==> src/rtl/ram_scan_reader.sv <==
// Timed read sequencer for the data-RAM debug port: fetches one word per dwell,
// either stepping through addresses automatically or following the manual address.
module ram_scan_reader #(
  parameter int ADDR_W       = 7,
  parameter int DATA_W       = 32,
  parameter int MAX_ADDR     = 127,
  parameter int DWELL_CYCLES = 100000000,
  parameter int TIMEOUT      = 15
) (
  input  logic              sysclk,
  input  logic              reset,
  input  logic              en,
  input  logic              auto_mode,
  input  logic [ADDR_W-1:0] manual_addr,
  output logic              rd_req,
  output logic [ADDR_W-1:0] rd_addr,
  input  logic              rd_valid,
  input  logic [DATA_W-1:0] rd_data,
  output logic [DATA_W-1:0] show_data,
  output logic [ADDR_W-1:0] show_addr,
  output logic              show_stb,
  output logic              rd_err
);

  localparam int DCW = $clog2(DWELL_CYCLES + 1);
  localparam int TCW = (TIMEOUT > 1) ? $clog2(TIMEOUT) : 1;

  localparam logic [DCW-1:0]    DWELL_END = DCW'(DWELL_CYCLES);
  localparam logic [TCW-1:0]    TO_END    = TCW'(TIMEOUT - 1);
  localparam logic [ADDR_W-1:0] LAST_ADDR = ADDR_W'(MAX_ADDR);
  localparam logic [DATA_W-1:0] ERR_WORD  = DATA_W'(32'hDEAD_DEAD);

  typedef enum logic [1:0] {IDLE, REQ, WAIT, HOLD} state_t;

  state_t            state;
  logic [ADDR_W-1:0] cur_addr;
  logic [DCW-1:0]    dcnt;
  logic [TCW-1:0]    tcnt;

  logic [ADDR_W-1:0] start_addr, next_addr;
  logic              manual_moved;

  // IDLE resumes the auto scan where it stopped; HOLD advances it.
  always_comb begin
    start_addr   = auto_mode ? cur_addr : manual_addr;
    next_addr    = manual_addr;
    if (auto_mode)
      next_addr  = (cur_addr == LAST_ADDR) ? '0 : cur_addr + ADDR_W'(1);
    manual_moved = !auto_mode && (manual_addr != show_addr);
  end

  always_ff @(posedge sysclk) begin
    if (reset) begin
      state     <= IDLE;
      cur_addr  <= '0;
      rd_req    <= 1'b0;
      rd_addr   <= '0;
      show_data <= '0;
      show_addr <= '0;
      show_stb  <= 1'b0;
      rd_err    <= 1'b0;
      dcnt      <= '0;
      tcnt      <= '0;
    end else begin
      rd_req   <= 1'b0;
      show_stb <= 1'b0;
      case (state)
        IDLE: if (en) begin
          cur_addr <= start_addr;
          rd_addr  <= start_addr;
          rd_req   <= 1'b1;
          state    <= REQ;
        end
        REQ: begin
          tcnt  <= '0;
          state <= WAIT;
        end
        WAIT: begin
          // Data beats a coincident timeout; en is only consulted once the read completes.
          if (rd_valid || tcnt == TO_END) begin
            show_data <= rd_valid ? rd_data : ERR_WORD;
            show_addr <= rd_addr;
            rd_err    <= !rd_valid;
            show_stb  <= 1'b1;
            dcnt      <= '0;
            state     <= en ? HOLD : IDLE;
          end else begin
            tcnt <= tcnt + TCW'(1);
          end
        end
        HOLD: begin
          if (!en) begin
            state <= IDLE;
          end else if (manual_moved || dcnt == DWELL_END) begin
            cur_addr <= next_addr;
            rd_addr  <= next_addr;
            rd_req   <= 1'b1;
            state    <= REQ;
          end else begin
            dcnt <= dcnt + DCW'(1);
          end
        end
        default: state <= IDLE;
      endcase
    end
  end

endmodule

==> config.mk <==
export PLATFORM = sky130hd
export DESIGN_NAME = ram_scan_reader
export DESIGN_NICKNAME = d
export VERILOG_FILES = /design/src/rtl/ram_scan_reader.sv
export SDC_FILE = /design/constraint.sdc
export NUM_CORES = 1
export LEC_CHECK = 0
export CAP_MARGIN = 20
export CORE_ASPECT_RATIO = 0.75
export CORE_MARGIN = 2
export CORE_UTILIZATION = 50
export DETAILED_ROUTE_END_ITERATION = 10
export GPL_TIMING_DRIVEN = 0
export PLACE_DENSITY = 0.91
export SLEW_MARGIN = 20
export SYNTH_ARGS = -nofsm -noshare
export SYNTH_HDL_FRONTEND = slang
export SYNTH_SLANG_ARGS = --single-unit
==> constraint.sdc <==
create_clock -name sysclk -period 2.55 [get_ports sysclk]
set_input_delay 0.6375 -clock sysclk [delete_from_list [all_inputs] [get_ports sysclk]]
set_output_delay 0.6375 -clock sysclk [all_outputs]
set_load 0.02 [all_outputs]
==> results.md, run 1 <==
- Net switching power: roughly 0.00085 W
- Post-synthesis mux area share: 0.7881%
- Critical Path End: dcnt[22]$_SDFFE_PP0P_
- Flop pwr share: 47.5%
- Synth Register Bits: 82
- R2R depth: 9
- Critical path arrival: 2660 ps
- Tot GR Track Use: 26.96%
- Setup TNS: 0 ps
- FMAX: 410.0 MHz
- DR WL/cell: 16.99 µm
- Status: finished clean
- Syn Nets: roughly 540
- DR iter-0 viols: slightly above 400
- Non-filler cells, final: 699
- Cell row count: 28
- Async SR Flop Fraction: 0%
- Mapped Cells: around 500
- Die Y: 81.16 µm
- Final WL: 11,880 µm
- Crit start category: input pin
- Number of max-cap violations: 0
- Final Max Slew Viols: 0
- Distinct cells, synth: 62
- Synth Area in XOR/XNOR: 1.545%
- Max clock buf depth: 2
- P_int: 0.002065 W
- Synth Area in Adders: 2.837%
- Reg-to-reg slack, setup: 200 ps
- Inst Count DP: 683
- RSZ-0062 raised after global routing: false
- Hold Path Origin: dcnt[24]$_SDFFE_PP0P_
- Switching part of the total: 29.08%
- N_diodes: 0
- CP startpoint: manual_addr[4]
- P_leak: 1.814 nW
- GR Overflow Total: 0
- Critical Path RT: 2780 ps
- Clock power share: 33.6%
- Reg2Reg Capture Point: dcnt[16]$_SDFFE_PP0P_
- Initial antenna violation count: 0
- Clock latency on the worst-skew pair: 360 ps
- IO Count: 93
- Worst slew pin tran: about 850 ps
- Post-synth EDFFs: 0
- Worst slew margin: between 40 and 50%
- Share of layout cells above drive strength 1: 6.734%
- Synthesized area: slightly below 0.004 mm²
- H-tree depth: 3
- Global-route wire length before repair: 18,530 µm
- Via count: 4,158
- Final core utilization: 67.26%
- Pwr per Cell Area: 556.6 mW/mm²
- Combinational share of power: 19.0%
- Post-Synth Simple-Gate Area: 27.21%
- Vias per cell: 5.948
- # clock sinks: 82
- Inserted Clock Buffers: 9
- CTS tree: yes
- Worst R2R Start: state[0]$_SDFFE_PP0P_
- Leading cell type by number of instances after synthesis: dfxtp_1
- WS Path Type: input pin to flip-flop
- Final layout net count: around 640
- Die Span X: approximately 110 µm
- Syn_area_per_cell: 8.133 µm²
- Final number of setup-violating endpoints: 0
- Tightest Hold Check Type: flip-flop to flip-flop
- Hold Slack: 479.8 ps
- Setup crit end kind: flip-flop
- Port buffer count: 90
- Seq/Total Area, Yosys: 41.36%
- Final count of hold timing violations: 0
- Number of global-route vias before repair: 3,813
- Dominant synthesized flop cell: dfxtp_1
- Yosys warns: 0
- Synth top cells by count: dfxtp_1 (82), nor2_1 (66), nand2_1 (45)
- Largest family of logic cells by synthesized area: simple AND/OR/NAND/NOR gates
- Final HPWL DP: 8358 µm
- Root Buffer: clkbuf_8
- Final Critical Period: 2439 ps
- Synth area leader: dfxtp_1
- Core Area: 0.007777 mm²
- GPL Wtd Cong: roughly 0.93
- Die ar.: 0.008673 mm²
- Post-CTS Hold Fix Bufs: 0
- Fin crit share: 95.65%
- Initial DRT Pass Iterations: 5
- Clk_skew: between 10 and 15 ps
- Clock transition at the registers of the reported paths: 90 ps
- Initial Utilization: 51.03%
- Antenna-violating nets left: 0
- Yosys top cell area share: roughly 41%
- Crit Path Max Fanout: 10
- Compound-Gate Fraction of Synth Area: 22.19%
- Area grow syn2layout: 31.81%
- Dominant cells by area after synthesis: dfxtp_1 (41%), nor2_1 (6.2%), o21ai_0 (4.9%)
- DRC viols: 0
- Maximum VDD drop: 0.3278 mV
- Largest net degree at the start of global routing: 15
- Final Total Pwr: approximately 0.0029 W
==> worst min-delay path by stage <==
stage                                 end  slack (ps)  depth (start not counted)
floorplan           dcnt[24]$_SDFFE_PP0P_         440                          1
global placement    dcnt[24]$_SDFFE_PP0P_         450                          1
detailed placement  dcnt[24]$_SDFFE_PP0P_         470                          1
CTS                 dcnt[24]$_SDFFE_PP0P_         480                          1
finish              dcnt[24]$_SDFFE_PP0P_         480                          1
global route        dcnt[24]$_SDFFE_PP0P_         510                          1
==> sequential cells by signal (all words and copies together), names as in the netlist <==
name,count
tcnt,4
show_addr,7
show_data,32
rd_err,1
state,2
show_stb,1
rd_req,1
dcnt,27
cur_addr,7
==> cell type report <==
type	instances	area, µm²
Fill cell	576	2546
Multi-Input combinational cell	369	2190
Sequential cell	82	1642
Timing Repair Buffer	90	900.9
Clock buffer	11	141.4
Buffer	29	133.9
Tap cell	105	131.4
Clock inverter	5	62.56
Inverter	8	30.03
==> cells in the final DEF, fill, tap and decap left out, drive strengths merged, types with 2 or more instances in the layout <==
master / n
a41oi: 2
and3: 6
a311oi: 3
or2: 3
ha: 9
nand4b: 2
nand2b: 7
and2: 9
a22oi: 10
a31o: 3
inv: 9
nor3: 19
o41ai: 3
nor4: 4
or3: 2
a21oi: 38
buf: 9
xor2: 4
nand3: 10
dfxtp: 82
a211oi: 5
o32ai: 2
mux2i: 2
xnor2: 3
nand2: 46
nand3b: 15
nand4: 9
clkinvlp: 2
and4: 4
clkbuf: 31
clkdlybuf4s50: 90
a31oi: 15
o31ai: 7
nor2: 66
nor2b: 7
o21ai: 40
==> power groups by stage <==
stage	clock (W)	sequential, W	combinational (W)
finish	0.000977	0.00138	0.000553
global route	0.00104	0.00139	0.000596
CTS	0.000986	0.00138	0.000541
detailed placement	0	0.00141	0.000532
global placement	0	0.00140	0.000516
floorplan	0	0.00146	0.000244
==> cell families after synthesis <==
kind of cell	Yosys count
flip-flops	82
XOR/XNOR	7
buffers and inverters	37
adder cells (fa/ha/maj)	9
AO/OA/AOI/OAI	138
AND/OR/NAND/NOR	212
multiplexers	3
==> critical path, cell delays in order <==
cell,delay (ps)
clkdlybuf4s50_1,450
xor2_1,180
nor4_2,330
a41o_1,210
buf_4,180
nand4_4,180
a222oi_1,410
a2111oi_2,80
==> per-stage QoR <==
step	instance area (µm²)	worst slack, ps
2_1_floorplan	3969	436.1
3_3_place_gp	5001	-327.3
3_5_place_dp	5001	-328.0
4_1_cts	5205	38.16
5_1_grt	5231	20.77
6_report	5231	110.9
==> routing by layer <==
metal  GRT usage, %  part of all wire, %
met1          36.82                   44
met2          41.97                   46
met3          6.902                  7.7
met4          8.701                  1.8
met5              0                    0
==> timing repair <==
item,CTS,global route
setup buffers,0,0
hold endpoints to repair,0,0
setup endpoints to repair,0,18
resized for setup,0,7
Power figures use the tool's default switching activity.
==> run 2, diff against run 1 <==
- CORE_UTILIZATION: 50 -> 35
- CTS_CLUSTER_SIZE: not set -> 16
- PLACE_DENSITY: 0.91 -> 0.7
==> run 2 against run 1 <==
  * Utilization shrank 18 points
  * Combinational power shrank 1%
  * Sequential cell count is the same
  * Cell area grew 3.3%
  * Total power grew 15%
  * Non-clock buffer count is the same
  * Via count shrank 3.2%
  * Worst hold slack lost 19 ps
  * Critical path type unchanged
==> results.md, run 2 (synthesis results as in run 1) <==
- Pwr per Cell Area: 619.7 mW/mm² (was 556.6 mW/mm²)
- Final HPWL DP: 8564 µm (was 8358 µm)
- Critical path arrival: 2670 ps (was 2660 ps)
- Most flops, register: show_data (unchanged)
- Placed cell areas: 0.005045 mm² (was 0.005001 mm²)
- Maximum VDD drop: 0.3670 mV (was 0.3278 mV)
- DR WL/cell: 16.17 µm (was 16.99 µm)
- H-tree depth: 3 (unchanged)
- Die Y: 96.22 µm (was 81.16 µm)
- WS Path Type: input pin to flip-flop (unchanged)
- Final number of setup-violating endpoints: 0 (unchanged)
- Inserted Clock Buffers: 9 (unchanged)
- Crit start category: input pin (unchanged)
- Clock latency on the worst-skew pair: 340 ps (was 360 ps)
- Top layer in use: met4 (unchanged)
- Clock transition at the registers of the reported paths: 60 ps (was 90 ps)
- Top Registers: show_data (32), dcnt (27) (unchanged)
- Area grow syn2layout: 36.13% (was 31.81%)
- Worst slew margin: 46.63% (was 42.70%)
- Tightest Hold Check Type: flip-flop to flip-flop (unchanged)
- # Post-CTS Setup Buffers: 0 (unchanged)
- DR iter-0 viols: 314 (was 409)
- Final WL: 11,870 µm (was 11,880 µm)
- Final layout net count: 642 (unchanged)
- Worst slew pin tran: 794.4 ps (was 853.0 ps)
- Clk_skew: 6.506 ps (was 12.09 ps)
- Pre-CTS WS: -395.1 ps (was -328.0 ps)
- WL met3: 607 µm (was 913 µm)
- Critical Path RT: 2760 ps (was 2780 ps)
- Tot GR Track Use: 19.13% (was 26.96%)
- Initial DRT Pass Iterations: 4 (was 5)
- Root Buffer: clkbuf_16 (was clkbuf_8)
- GPL Wtd Cong: 0.8582 (was 0.9268)
- M1 WL: 5932 µm (was 5267 µm)
- Core Area: 0.01098 mm² (was 0.007777 mm²)
- Max clock buf depth: 2 (unchanged)
- Largest net degree at the start of global routing: 15 (unchanged)
- CTS tree: yes (unchanged)
- Max FFs per register: 32 (unchanged)
- RSZ-0062 raised after global routing: true (was false)
- Cell row count: 33 (was 28)
- Final Max Slew Viols: 0 (unchanged)
- N_diodes: 0 (unchanged)
- # fillers: 1,054 (was 576)
- Die Span X: 127.0 µm (was 106.9 µm)
- Crit Path Max Fanout: 10 (unchanged)
- Most frequent cells in the layout: clkdlybuf4s50_1 (90), dfxtp_1 (82), nor2_1 (66) (unchanged)
- Die ar.: 0.01222 mm² (was 0.008673 mm²)
- Final Critical Period: 2460 ps (was 2439 ps)
- Final count of hold timing violations: 0 (unchanged)
- Final Cell Area: 0.005403 mm² (was 0.005231 mm²)
- Number of global-route vias before repair: 3,704 (was 3,813)
- Antenna-violating nets left: 0 (unchanged)
- Initial Utilization: 36.14% (was 51.03%)
- Via count: 4,026 (was 4,158)
- Setup slack after layout: 90.23 ps (was 110.9 ps)
- Global-route wire length before repair: 18,690 µm (was 18,530 µm)
- Vias per cell: 5.485 (was 5.948)
- Port buffer count: 90 (unchanged)
- # clock sinks: 82 (unchanged)
- P_leak: 1.882 nW (was 1.814 nW)
- Fin crit share: 96.46% (was 95.65%)
- Most common library cell in the layout ignoring fill and taps: clkdlybuf4s50_1 (unchanged)
- GR Overflow Total: 0 (unchanged)
- Status: finished clean (unchanged)
- Setup TNS: 0 ps (unchanged)
- FMAX: 406.5 MHz (was 410.0 MHz)
- IO Count: 93 (unchanged)
- Initial antenna violation count: 0 (unchanged)
- Met2 WL: 5239 µm (was 5479 µm)
- Setup crit end kind: flip-flop (unchanged)
- Number of max-cap violations: 0 (unchanged)
- Share of layout cells above drive strength 1: 7.239% (was 6.734%)
- DRC viols: 0 (unchanged)
==> run 2: cell count changes in the layout (fill, tap and decap cells not counted), sizes merged <==
cell and change:
bufinv +1, buf -1, inv -1, clkinvlp -1, clkinv +2
==> run 2: path summary, 6_finish.rpt <==
check	startpoint	to	slack, ps	cells past startpoint
min reg2reg	dcnt[24]$_SDFFE_PP0P_	dcnt[24]$_SDFFE_PP0P_	460	1
min	dcnt[24]$_SDFFE_PP0P_	dcnt[24]$_SDFFE_PP0P_	460	1
max	manual_addr[4]	dcnt[22]$_SDFFE_PP0P_	90	8
max reg2reg	tcnt[0]$_SDFFE_PP0P_	dcnt[18]$_SDFFE_PP0P_	160	9
==> run 2: final cells by class <==
| type | instances | area (µm²) | share of cell area [%] |
|---|---|---|---|
| Tap cell | 140 | 175.2 | 3.242 |
| Clock buffer | 10 | 239.0 | 4.423 |
| Buffer | 29 | 136.4 | 2.524 |
| Timing Repair Buffer | 90 | 900.9 | 16.67 |
| Clock inverter | 6 | 90.09 | 1.667 |
| Inverter | 8 | 30.03 | 0.5558 |
| Multi-Input combinational cell | 369 | 2190 | 40.53 |
| Sequential cell | 82 | 1642 | 30.38 |
==> run 2: layer usage <==
layer / vias to the layer above / global-route usage [%]
met5: - / 0
li1: 1970 / -
met1: 1949 / 26.90
met4: 0 / 5.586
met3: 4 / 4.892
met2: 103 / 28.99
==> run 2: power breakdown <==
part | internal [W] | switching, W
Clock | 0.000885 | 0.000529
Combinational | 0.000247 | 0.000299
Sequential | 0.00133 | 0.0000521
==> run 2: per-stage QoR <==
step                power [W]  util, %  cells  hold WS (ps)
floorplan            0.001701        -    488         435.3
global route         0.003483    49.19    734         502.8
CTS                  0.003367    48.99    734         468.8
finish               0.003348    49.19    734         461.2
detailed placement   0.001946    45.93    718         460.4
global placement     0.001933    45.93    718         455.5
==> run 2: timing repair <==
| item | 4_1_cts | 5_1_grt |
|---|---|---|
| hold buffers | 0 | 0 |
| setup endpoints to repair | 1 | 34 |
| cloned | 0 | 0 |
| resized for setup | 1 | 9 |
| pin swaps | 0 | 1 |
==> run 2: critical path, stage by stage <==
cell,delay [ps]
clkdlybuf4s50_1,450
xor2_1,170
nor4_2,340
a41o_1,220
buf_4,180
nand4_4,180
a222oi_1,390
a2111oi_2,80
==> run 3, diff against run 2 <==
- SETUP_SLACK_MARGIN: not set -> 0.2
==> run 3 against run 2 <==
  * Maximum frequency grew 8.5%
  * Clock-buffer cell count unchanged
  * Via count increased by 0.97%
  * Final cell count grew 0.95%
  * Register-to-register slack improved by 190 ps
  * Critical path depth unchanged
  * Sequential power hardly changed
  * Critical endpoint is now dcnt[25]$_SDFFE_PP0P_
  * Clock skew up 1.1 ps
  * Largest cell class unchanged
==> results.md, run 3 (synthesis results as in run 1) <==
- Pwr per Cell Area: 611.5 mW/mm² (was 619.7 mW/mm²)
- Post-CTS Hold Fix Bufs: 0 (unchanged)
- Core Area: 0.01098 mm² (unchanged)
- Port buffer count: 90 (unchanged)
- Final count of hold timing violations: 0 (unchanged)
- Placed cell areas: 0.005045 mm² (unchanged)
- Antenna-violating nets left: 0 (unchanged)
- Reg-to-reg slack, setup: 350 ps (was 160 ps)
- Final number of setup-violating endpoints: 0 (unchanged)
- P_leak: 1.965 nW (was 1.882 nW)
- Setup TNS: 0 ps (unchanged)
- Clock power share: 42.2% (was 42.3%)
- Register area: 0.001643 mm² (was 0.001642 mm²)
- RSZ-0062 raised after global routing: false (was true)
- Final Cell Area: 0.005510 mm² (was 0.005403 mm²)
- Most frequent cells in the layout: clkdlybuf4s50_1 (86), dfxtp_1 (81), nor2_1 (65) (was clkdlybuf4s50_1 (90), dfxtp_1 (82), nor2_1 (66))
- Initial antenna violation count: 0 (unchanged)
- Worst slew pin tran: 728.7 ps (was 794.4 ps)
- Via count: 4,065 (was 4,026)
- DR iter-0 viols: 314 (unchanged)
- Tightest Hold Check Type: flip-flop to flip-flop (unchanged)
- Status: finished clean (unchanged)
- Final Max Slew Viols: 0 (unchanged)
- Clock latency on the worst-skew pair: 340 ps (about the same)
- Hold Slack: 461.3 ps (was 461.2 ps)
- P_int: 0.002478 W (was 0.002467 W)
- Final Critical Period: 2268 ps (was 2460 ps)
- GPL Wtd Cong: 0.8582 (unchanged)
- GR Overflow Total: 0 (unchanged)
- Vias per cell: 5.486 (was 5.485)
- IO Count: 93 (unchanged)
- Largest net degree at the start of global routing: 15 (unchanged)
- Final HPWL DP: 8564 µm (unchanged)
- Hold depth: 1 (unchanged)
- Non-filler cells, final: 741 (was 734)
- Max clock buf depth: 2 (unchanged)
- Die Y: 96.22 µm (unchanged)
- Flop pwr share: 41.2% (was 41.4%)
- Maximum VDD drop: 0.3665 mV (was 0.3670 mV)
- Final layout net count: 649 (was 642)
- Multi-input logic area: 0.002220 mm² (was 0.002190 mm²)
- Most flops, register: show_data (unchanged)
- Switching part of the total: 26.47% (was 26.30%)
- Share of layout cells above drive strength 1: 9.651% (was 7.239%)
- # clock sinks: 82 (unchanged)
- Top Registers: show_data (32), dcnt (27) (unchanged)
- Cell row count: 33 (unchanged)
- FMAX: 441.0 MHz (was 406.5 MHz)
- Clk_skew: 7.622 ps (was 6.506 ps)
- Inserted Clock Buffers: 9 (unchanged)
- Crit Path Max Fanout: 10 (unchanged)
- Critical Path RT: 2790 ps (was 2760 ps)
- Global-route wire length before repair: 18,820 µm (was 18,690 µm)
- Worst R2R Start: tcnt[0]$_SDFFE_PP0P_ (unchanged)
- DRC viols: 0 (unchanged)
- H-tree depth: 3 (unchanged)
- Initial DRT Pass Iterations: 5 (was 4)
- Fin crit share: 88.93% (was 96.46%)
- Reg2Reg Capture Point: dcnt[18]$_SDFFE_PP0P_ (unchanged)
- Setup crit end kind: flip-flop (unchanged)
- Die Span X: 127.0 µm (unchanged)
- Root Buffer: clkbuf_16 (unchanged)
- R2R depth: 9 (unchanged)
- DR WL/cell: 16.25 µm (was 16.17 µm)
- Inst Count DP: 718 (unchanged)
- Worst slew margin: 51.05% (was 46.63%)
- Worst Hold Endpoint: dcnt[24]$_SDFFE_PP0P_ (unchanged)
- Die ar.: 0.01222 mm² (unchanged)
- CP startpoint: reset (was manual_addr[4])
- Net switching power: 0.0008918 W (was 0.0008806 W)
- Hold Path Origin: dcnt[24]$_SDFFE_PP0P_ (unchanged)
- Max FFs per register: 32 (unchanged)
- Tot GR Track Use: 19.28% (was 19.13%)
- # fillers: 1,034 (was 1,054)
- WS Path Type: input pin to flip-flop (unchanged)
- Crit start category: input pin (unchanged)
- Number of global-route vias before repair: 3,721 (was 3,704)
- Area grow syn2layout: 38.84% (was 36.13%)
- Clock transition at the registers of the reported paths: 60 ps (about the same)
- CTS tree: yes (unchanged)
- N_diodes: 0 (unchanged)
- Number of max-cap violations: 0 (unchanged)
- Critical path arrival: 2500 ps (was 2670 ps)
- Final WL: 12,040 µm (was 11,870 µm)
- Initial Utilization: 36.14% (unchanged)
- Most common library cell in the layout ignoring fill and taps: clkdlybuf4s50_1 (unchanged)
- Combinational share of power: 16.7% (was 16.3%)
## run 3: cell types whose count changed in the layout (fill, tap and decap cells not counted), sizes merged
cell,previous run,this run
buf,8,17
clkdlybuf4s50,90,86
dlymetal6s2s,0,4
clkbuf,31,29
## run 3: area by class of cell
cell class                      instances  area share, %
Timing Repair Buffer                   97          17.48
Multi-Input combinational cell        369          40.28
Buffer                                 29          2.725
Inverter                                8         0.5450
Sequential cell                        82          29.81
Tap cell                              140          3.179
Clock buffer                           10          4.337
Clock inverter                          6          1.635
## run 3: power by group through the flow
stage | Sequential (W) | Clock [W] | Combinational [W]
final | 0.00139 | 0.00142 | 0.000561
after global routing | 0.00139 | 0.00150 | 0.000607
after CTS | 0.00138 | 0.00144 | 0.000546
after detailed placement | 0.00141 | 0 | 0.000534
after global placement | 0.00141 | 0 | 0.000524
after floorplan | 0.00146 | 0 | 0.000244
## run 3: worst max-delay path by stage
| stage | depth (start not counted) | slack, ps | end |
|---|---|---|---|
| after global routing | 5 | 210 | show_data[9]$_SDFFE_PP0P_ |
| after CTS | 8 | 130 | dcnt[22]$_SDFFE_PP0P_ |
| final | 8 | 280 | dcnt[25]$_SDFFE_PP0P_ |
| after global placement | 8 | -360 | dcnt[22]$_SDFFE_PP0P_ |
| after detailed placement | 8 | -400 | dcnt[22]$_SDFFE_PP0P_ |
| after floorplan | 7 | 440 | dcnt[22]$_SDFFE_PP0P_ |
## run 3: stage by stage
step	setup slack (ps)	total power [W]	util [%]
after floorplan	436.1	0.001701	-
after global placement	-359.4	0.001933	45.93
after detailed placement	-395.1	0.001946	45.93
after CTS	132.6	0.003375	49.44
after global routing	212.4	0.003499	50.17
final	282.3	0.003370	50.17
## run 3: timing repair
item | 4_1_cts | 5_1_grt
buffers inserted | 2 | 5
gates resized for setup | 11 | 16
pin swaps | 3 | 4
endpoints found under the setup margin | 55 | 34
## run 3: layer usage
| metal | part of all wire, % | global-route usage, % |
|---|---|---|
| met5 | 0 | 0 |
| met4 | 1.0 | 5.586 |
| met3 | 6.2 | 4.892 |
| met2 | 44 | 29.21 |
| met1 | 49 | 27.17 |
## run 3: critical path, cell delays in order
cell             delay [ps]
clkdlybuf4s50_1         490
nor2b_1                 130
buf_2                   260
nand2_1                 120
a211oi_2                250
and2_4                  230
nand3_1                 110
o311ai_1                290
==> edit, RTL diff (settings of run 1) <==
`DATA_W`: 32 -> 16.
--- a/src/rtl/ram_scan_reader.sv
+++ b/src/rtl/ram_scan_reader.sv
@@ -3,5 +3,5 @@
 module ram_scan_reader #(
   parameter int ADDR_W       = 7,
-  parameter int DATA_W       = 32,
+  parameter int DATA_W       = 16,
   parameter int MAX_ADDR     = 127,
   parameter int DWELL_CYCLES = 100000000,
Ports: changed (resized rd_data and show_data); port bits go from 93 to 61. The function was not compared with the original's and may differ.
==> edit against run 1 <==
Wire length down 16%. Cell area is 14% lower. Sequential share of layout area down 1.9 points. Synthesized cell count decreased by 13%. Worst setup slack worse by 0.044 ns. Synthesized area fell by 12%. Sequential cell count is 16 lower. Power is 6.1% lower. Largest power group is now clock.
==> edit: results (changes against run 1) <==
Status - finished clean
Vias after detailed routing - 3583 (-14%)
Period utilization - 97.38% (+1.7 points)
Multi-input combinational area share - 45.60% (+3.7 points)
Slew Limit Headroom - 51.74% (+9.0 points)
R2r startpoint - dcnt[0]$_SDFFE_PP0P_
Capture point of the critical path - dcnt[7]$_SDFFE_PP0P_
Hold-critical path depth - 2 (+1)
Worst Skew - 0.009657 ns (-0.002435 ns)
Largest net degree at the start of global routing - 12 (-3)
M2 GR Usage - 41.81% (-0.16 points)
Critical-path top delay cell - nor3_1
Sw Pwr - 0.7530 mW (-11%)
Via density - 6.125 (+3.0%)
Number of global-route vias before repair - 3435 (-9.9%)
Synth Area in Adders - 3.230% (+0.39 points)
Logic pwr share - 17.7% (-1.3 points)
Layout clock buffers - 12 (+1)
Worst flop-to-flop path endpoint - dcnt[24]$_SDFFE_PP0P_
Sequential element share of the synthesized area - 37.90% (-3.5 points)
Non-clock buffer share - 16.15% (-3.6 points)
First-pass GRT wire length - 16610 um (-10%)
RePlAce Congestion - 0.9247 (-0.23%)
Clock sink count - 66 (-20%)
Met1 WL - 4220 um (-20%)
==> edit: changes by cell type after synthesis, sizes merged, moves of 6 or more <==
cell / before / now
a31oi: 15 / 9
dfxtp: 82 / 66
nand3: 10 / 18
nand3b: 15 / 5
nor2: 66 / 43
nor2b: 7 / 1
o21ai: 40 / 16
xor2: 4 / 10
==> edit: critical path, delay by kind of cell <==
| family | cells | cell delay [ns] |
|---|---|---|
| compound gates | 3 | 0.64 |
| xor+xnor | 1 | 0.17 |
| buf+inv | 1 | 0.46 |
| simple gates | 2 | 0.83 |
==> edit: what timing repair did <==
action | 4_1_cts | 5_1_grt
hold buffers | 0 | 0
endpoints found under the setup margin | 11 | 33
buffers inserted | 0 | 0
resized for setup | 4 | 6
==> edit: logic make-up (layout without fill, tap and decap cells) <==
logic type      after synthesis  count (layout)
simple gates                194             194
compound gates              107             107
flops                        66              66
buf+inv                      33             109
xor+xnor                     12              12
fa+ha+maj                     9               9
mux                           4               4
